--- config.mk ---
export PLATFORM = sky130hd
export DESIGN_NAME = stream_rr_arbiter_flat
export DESIGN_NICKNAME = d
export VERILOG_FILES = /design/src/rtl/stream_arb_pkg.sv /design/src/rtl/stream_rr_arbiter_if.sv /design/src/rtl/fwd_reg_slice.sv /design/src/rtl/stream_rr_arbiter.sv /design/src/flat_wrapper.sv
export SDC_FILE = /design/constraint.sdc
export NUM_CORES = 1
export LEC_CHECK = 0
export BUFFER_PORTS_ARGS = -buffer_cell sky130_fd_sc_hd__buf_2
export CORE_AREA = 10 10 64 66
export CTS_CLUSTER_DIAMETER = 80
export DETAILED_ROUTE_END_ITERATION = 7
export DIE_AREA = 0 0 74 76
export PLACE_DENSITY = 0.8
export SETUP_SLACK_MARGIN = 0.1
export SYNTH_ARGS = -nofsm -noshare
export SYNTH_HDL_FRONTEND = slang
export SYNTH_SLANG_ARGS = --single-unit
--- constraint.sdc ---
create_clock -name clk -period 1.5 [get_ports clk]
set_clock_uncertainty 0.05 [all_clocks]
set_input_delay 0.075 -clock clk [delete_from_list [all_inputs] [get_ports clk]]
set_output_delay 0.075 -clock clk [all_outputs]
set_load 0.005 [all_outputs]
--- src/rtl/stream_arb_pkg.sv ---
// stream_arb_pkg: FSM state encoding and source-ID sizing helper shared by the stream arbiter files
package stream_arb_pkg;
   typedef enum logic {IDLE = 1'b0, GRANT = 1'b1} arb_state_t;
   function automatic int idw_of(input int n);
      return (n > 1) ? $clog2(n) : 1;
   endfunction
endpackage

--- src/rtl/stream_rr_arbiter_if.sv ---
// stream_rr_arbiter_if: bundle of N source streams and one merged destination stream
//   src_valid/src_data/src_last/src_ready : per-source handshake, source i at src_data[i*WIDTH +: WIDTH]
//   dst_valid/dst_data/dst_last/dst_id/dst_ready : merged output with originating source index
//   busy : high while a packet grant is held
//   master drives the sources and dst_ready, slave is the arbiter
interface stream_rr_arbiter_if
   import stream_arb_pkg::*;
#(
   parameter int WIDTH = 8,
   parameter int N     = 4,
   parameter int IDW   = idw_of(N)
) ();
   logic [N-1:0]       src_valid;
   logic [N*WIDTH-1:0] src_data;
   logic [N-1:0]       src_last;
   logic [N-1:0]       src_ready;
   logic               dst_valid;
   logic [WIDTH-1:0]   dst_data;
   logic               dst_last;
   logic [IDW-1:0]     dst_id;
   logic               dst_ready;
   logic               busy;
   modport master (
      output src_valid, src_data, src_last, dst_ready,
      input  src_ready, dst_valid, dst_data, dst_last, dst_id, busy
   );
   modport slave (
      input  src_valid, src_data, src_last, dst_ready,
      output src_ready, dst_valid, dst_data, dst_last, dst_id, busy
   );
endinterface

--- src/rtl/fwd_reg_slice.sv ---
// fwd_reg_slice: forward-registered pipeline slice, one beat of storage, full throughput
//   clk, s_rst : clock, synchronous active-high reset
//   in_valid, in_payload : beat offered to the slice (only when can_accept is high)
//   can_accept : slice is empty or its beat is leaving this cycle
//   out_valid, out_payload, out_ready : registered output handshake
module fwd_reg_slice #(
   parameter int PW = 8
) (
   input  logic          clk,
   input  logic          s_rst,
   input  logic          in_valid,
   input  logic [PW-1:0] in_payload,
   output logic          can_accept,
   output logic          out_valid,
   output logic [PW-1:0] out_payload,
   input  logic          out_ready
);
   assign can_accept = !out_valid || out_ready;
   always_ff @(posedge clk) begin
      if (s_rst) begin
         out_valid   <= 1'b0;
         out_payload <= '0;
      end else if (can_accept) begin
         out_valid <= in_valid;
         if (in_valid) out_payload <= in_payload;
      end
   end
endmodule

--- src/rtl/stream_rr_arbiter.sv ---
// stream_rr_arbiter: packet-level round-robin merge of N streams into one registered output stream
//   clk, s_rst : clock, synchronous active-high reset
//   bus (slave) : src_* inputs with src_ready, dst_* output with dst_id, dst_ready input, busy
module stream_rr_arbiter
   import stream_arb_pkg::*;
#(
   parameter int WIDTH = 8,
   parameter int N     = 4,
   parameter int IDW   = idw_of(N)
) (
   input logic               clk,
   input logic               s_rst,
   stream_rr_arbiter_if.slave bus
);
   localparam int PW = WIDTH + 1 + IDW;
   arb_state_t       state, state_nxt;
   logic [IDW-1:0]   ptr, ptr_nxt, grant, grant_nxt, pick, grant_inc;
   logic             can_accept, accept, last_acc;
   logic [PW-1:0]    slice_in, slice_out;
   logic [WIDTH-1:0] data_arr [N];
   for (genvar g = 0; g < N; g++) begin : g_unpack
      assign data_arr[g] = bus.src_data[g*WIDTH +: WIDTH];
   end
   function automatic logic [IDW-1:0] wrap(input int v);
      return IDW'(v % N);
   endfunction
   // Scan offsets high to low so the smallest offset from ptr with valid set wins.
   always_comb begin
      pick = ptr;
      for (int k = N - 1; k >= 0; k--)
         if (bus.src_valid[wrap(int'(ptr) + k)]) pick = wrap(int'(ptr) + k);
   end
   assign grant_inc = (int'(grant) == N - 1) ? '0 : grant + 1'b1;
   assign accept    = (state == GRANT) && bus.src_valid[grant] && can_accept;
   assign last_acc  = accept && bus.src_last[grant];
   always_ff @(posedge clk) begin
      if (s_rst) begin
         state <= IDLE;
         ptr   <= '0;
         grant <= '0;
      end else begin
         state <= state_nxt;
         ptr   <= ptr_nxt;
         grant <= grant_nxt;
      end
   end
   always_comb begin
      state_nxt = (state == IDLE) ? ((|bus.src_valid) ? GRANT : IDLE) : (last_acc ? IDLE : GRANT);
      grant_nxt = (state == IDLE && |bus.src_valid) ? pick : grant;
      ptr_nxt   = last_acc ? grant_inc : ptr;
   end
   always_comb begin
      bus.src_ready = (state == GRANT && can_accept) ? (N'(1) << grant) : '0;
      bus.busy      = state == GRANT;
   end
   assign slice_in = {data_arr[grant], bus.src_last[grant], grant};
   fwd_reg_slice #(.PW(PW)) u_slice (
      .clk         (clk),
      .s_rst       (s_rst),
      .in_valid    (accept),
      .in_payload  (slice_in),
      .can_accept  (can_accept),
      .out_valid   (bus.dst_valid),
      .out_payload (slice_out),
      .out_ready   (bus.dst_ready)
   );
   assign {bus.dst_data, bus.dst_last, bus.dst_id} = slice_out;
endmodule

--- src/flat_wrapper.sv ---
// flat-port wrapper written by rule: the top's interface ports become plain ports
module stream_rr_arbiter_flat import stream_arb_pkg::*;
#(
   parameter int WIDTH = 8,
   parameter int N     = 4,
   parameter int IDW   = idw_of(N)
)
  (clk, s_rst, bus_src_valid, bus_src_data, bus_src_last, bus_dst_ready, bus_src_ready, bus_dst_valid, bus_dst_data, bus_dst_last, bus_dst_id, bus_busy);
  stream_rr_arbiter_if #(.WIDTH(WIDTH), .N(N), .IDW(IDW)) bus_i ();
  input logic clk;
  input logic s_rst;
  input wire logic [$bits(bus_i.src_valid)-1:0] bus_src_valid;
  input wire logic [$bits(bus_i.src_data)-1:0] bus_src_data;
  input wire logic [$bits(bus_i.src_last)-1:0] bus_src_last;
  input wire logic [$bits(bus_i.dst_ready)-1:0] bus_dst_ready;
  output wire logic [$bits(bus_i.src_ready)-1:0] bus_src_ready;
  output wire logic [$bits(bus_i.dst_valid)-1:0] bus_dst_valid;
  output wire logic [$bits(bus_i.dst_data)-1:0] bus_dst_data;
  output wire logic [$bits(bus_i.dst_last)-1:0] bus_dst_last;
  output wire logic [$bits(bus_i.dst_id)-1:0] bus_dst_id;
  output wire logic [$bits(bus_i.busy)-1:0] bus_busy;
  assign bus_i.src_valid = bus_src_valid;
  assign bus_i.src_data = bus_src_data;
  assign bus_i.src_last = bus_src_last;
  assign bus_i.dst_ready = bus_dst_ready;
  assign bus_src_ready = bus_i.src_ready;
  assign bus_dst_valid = bus_i.dst_valid;
  assign bus_dst_data = bus_i.dst_data;
  assign bus_dst_last = bus_i.dst_last;
  assign bus_dst_id = bus_i.dst_id;
  assign bus_busy = bus_i.busy;
  stream_rr_arbiter #(.WIDTH(WIDTH), .N(N), .IDW(IDW)) u_core (.clk(clk), .s_rst(s_rst), .bus(bus_i));
endmodule
==> impl_metrics.env <==
export IMPL_max_vdd_ir_drop_v=0.000548
export IMPL_synth_nets=157
export IMPL_drt_iter0_markers=52
export IMPL_synth_top_area_share_pct=30.9
export IMPL_worstPathMaxFanout=9
export IMPL_start_util_pct=37.6
export IMPL_synth_main_ff_cell="dfxtp_1"
export IMPL_hold_viol=0
export IMPL_yosysWarnings=0
export IMPL_r2r_slack_ps=-9
export IMPL_slew_violations=0
export IMPL_grt_max_degree=18
export IMPL_syn_to_final_growth_pct=36.6
export IMPL_fmax_mhz=663
export IMPL_min_path_type="in -> reg"
export IMPL_min_period_over_period_pct=101
export IMPL_synth_area_per_cell_um2=10.0
export IMPL_yosys_cell_types_count=30
export IMPL_synthCells=110
export IMPL_cp_end_kind="flip-flop"
export IMPL_swShare_pct=29.4
export IMPL_die_area_um2=5620
export IMPL_fp_coreArea_um2=2930
export IMPL_io_pins=60
export IMPL_ys_ff_latch=17
export IMPL_overflow=0
export IMPL_portBuffers=59
export IMPL_max_clock_path_buffers=2
export IMPL_vias=1064
export IMPL_final_nets=219
export IMPL_clk_pin_slew_ps=90
export IMPL_clock_latency_ps=290
export IMPL_fin_ws_ps=-8.51
export IMPL_yosysTopAreaCell="dfxtp_1"
export IMPL_wl_per_cell_um=16.7
export IMPL_synthTopCellsByArea="dfxtp_1 (31%), mux4_1 (21%), nand2_1 (7.5%)"
export IMPL_worstPathArrival_ps=1630
export IMPL_maxSlewHeadroom_pct=72.3
export IMPL_fin_tns_setup_ps=-9.30
export IMPL_p_leak_nw=0.701
export IMPL_post_layout_nonfiller_instances=204
export IMPL_async_reset_ff_share_pct=0
export IMPL_ctsRootBufferMaster="clkbuf_4"
export IMPL_p_sw_mw=0.324
export IMPL_pwr_share_seq_pct=46.6
export IMPL_worstSetupStartpointType="flip-flop"
export IMPL_synth_commonest_cells="nand2_1 (22), dfxtp_1 (17), a21oi_1 (14)"
export IMPL_grtUsageTotal_pct=11.7
export IMPL_cts_tree="built"
export IMPL_finalSetupViolations=2
export IMPL_status="complete, but fails checks"
export IMPL_combPwrFrac_pct=31.4
export IMPL_h_tree_depth=1
export IMPL_drt_total_wl_um=3400
export IMPL_firstDrtPassIters=4
export IMPL_die_w_um=74
export IMPL_post_place_cells=199
export IMPL_violations="setup timing"
export IMPL_synth_edf_count=0
export IMPL_grt_pass1_wl_um=5270
export IMPL_clock_sinks=17
export IMPL_drc=0
export IMPL_syn_cell_area_um2=1100
export IMPL_cp_required_ps=1620
export IMPL_p_clk_share_pct=22.0
export IMPL_n_antenna_cell=0
export IMPL_maxCapViolations=0
export IMPL_vias_per_cell=5.22
export IMPL_finalWeightedCongestion=0.840
export IMPL_cts_buffers=3
export IMPL_drive_gt1_share_pct=47.4
export IMPL_fillCellCount=285
export IMPL_std_cell_rows=20
export IMPL_p_int_mw=0.779
export IMPL_ant_nets=0
export IMPL_power_density_nw_per_um2=733
export IMPL_tightest_slew_ps=409
export IMPL_die_h_um=76
export IMPL_period_minus_slack_ps=1510
export IMPL_rsz0062_at_grt="yes"
export IMPL_grt_pass1_vias=1099
export IMPL_grt_antenna_before_repair=0
export IMPL_post_place_ws_ps=7.44
export IMPL_seq_area_frac_synth_pct=30.9
export IMPL_dpl_hpwl_um=2760
export IMPL_synth_most_common_cell="nand2_1"
export IMPL_critPathKind="reg -> reg"
-- kinds of logic (layout without fill, tap and decap cells) --
| group | count (synthesis) | in the layout | synth area share (%) |
|---|---|---|---|
| flops | 17 | 17 | 30.9 |
| compound gates | 22 | 22 | 12.2 |
| fa+ha+maj | 4 | 4 | 4.55 |
| mux | 13 | 13 | 26.5 |
| simple gates | 40 | 40 | 18.8 |
| buf+inv | 14 | 75 | 7.16 |
-- worst max-delay path: stages, from the launching register on --
cell,delay (ps)
dfxtp_4,370
mux4_2,580
and3_4,240
nand2_1,80
a21oi_1,70
-- worst paths after layout --
path,startpoint,cells past startpoint,endpoint
worst max register to register,u_core.grant[1],4,u_core.u_slice.out_payload[10]
worst min register to register,u_core.u_slice.out_payload[7],2,u_core.u_slice.out_payload[7]
worst min-delay path,bus_dst_ready,3,u_core.u_slice.out_valid
worst max-delay path,u_core.grant[1],4,u_core.u_slice.out_payload[10]
-- power groups by stage --
stage          combinational [mW]  clock [mW]  sequential (mW)
3_3_place_gp                0.327           0            0.521
5_1_grt                     0.381       0.269            0.519
2_1_floorplan               0.206           0            0.518
4_1_cts                     0.341       0.248            0.511
6_report                    0.346       0.243            0.514
3_5_place_dp                0.334           0            0.521
-- through the flow --
| step | power, mW | hold slack, ps | cell area, um2 | util [%] |
|---|---|---|---|---|
| detailed placement | 0.856 | 397 | 1440 | 49.1 |
| CTS | 1.10 | 92.2 | 1480 | 50.6 |
| finish | 1.10 | 89.4 | 1500 | 51.4 |
| floorplan | 0.723 | 252 | 1110 | - |
| global route | 1.17 | 109 | 1500 | 51.4 |
| global placement | 0.848 | 382 | 1440 | 49.1 |
-- what timing repair did --
| item | CTS | global route |
|---|---|---|
| pin swaps | 1 | 2 |
| gates resized for setup | 3 | 7 |
| setup endpoints to repair | 18 | 19 |
| hold buffers | 0 | 0 |
| setup buffers | 1 | 0 |
-- area by class of cell --
cell class | count | area [um2] | share of cell area (%)
multi-input combinational | 79 | 698 | 46.4
timing repair buffer | 66 | 368 | 24.5
sequential | 17 | 349 | 23.2
tap | 33 | 41.3 | 2.75
clock buffer | 4 | 26.3 | 1.75
inverter | 5 | 21.3 | 1.41
-- state kept, by name, summed over array words and instances (netlist names) --
register                    count
u_core.u_slice.out_valid        1
u_core.grant                    2
u_core.ptr                      2
u_core.bus.busy                 1
u_core.u_slice.out_payload     11
-- metal layers --
metal	share of wire (%)	GRT usage, %
met5	0	0
met4	1.5	5.60
met3	5.6	2.73
met2	57	20.7
met1	36	12.2
-- placed cells by master (no fill, tap or decap), types with 2 or more instances in the layout --
cell and n:
buf_2 59, nand2_1 22, a21oi_1 14, dfxtp_1 14, mux4_1 8, buf_4 5, and3_1 4, inv_1 4
ha_1 4, clkbuf_4 3, mux4_2 2, mux2_2 2, nor2_1 2, nor2b_1 2, nor3_1 2, a211oi_1 2
dfxtp_4 2
Power figures use the tool's default switching activity.
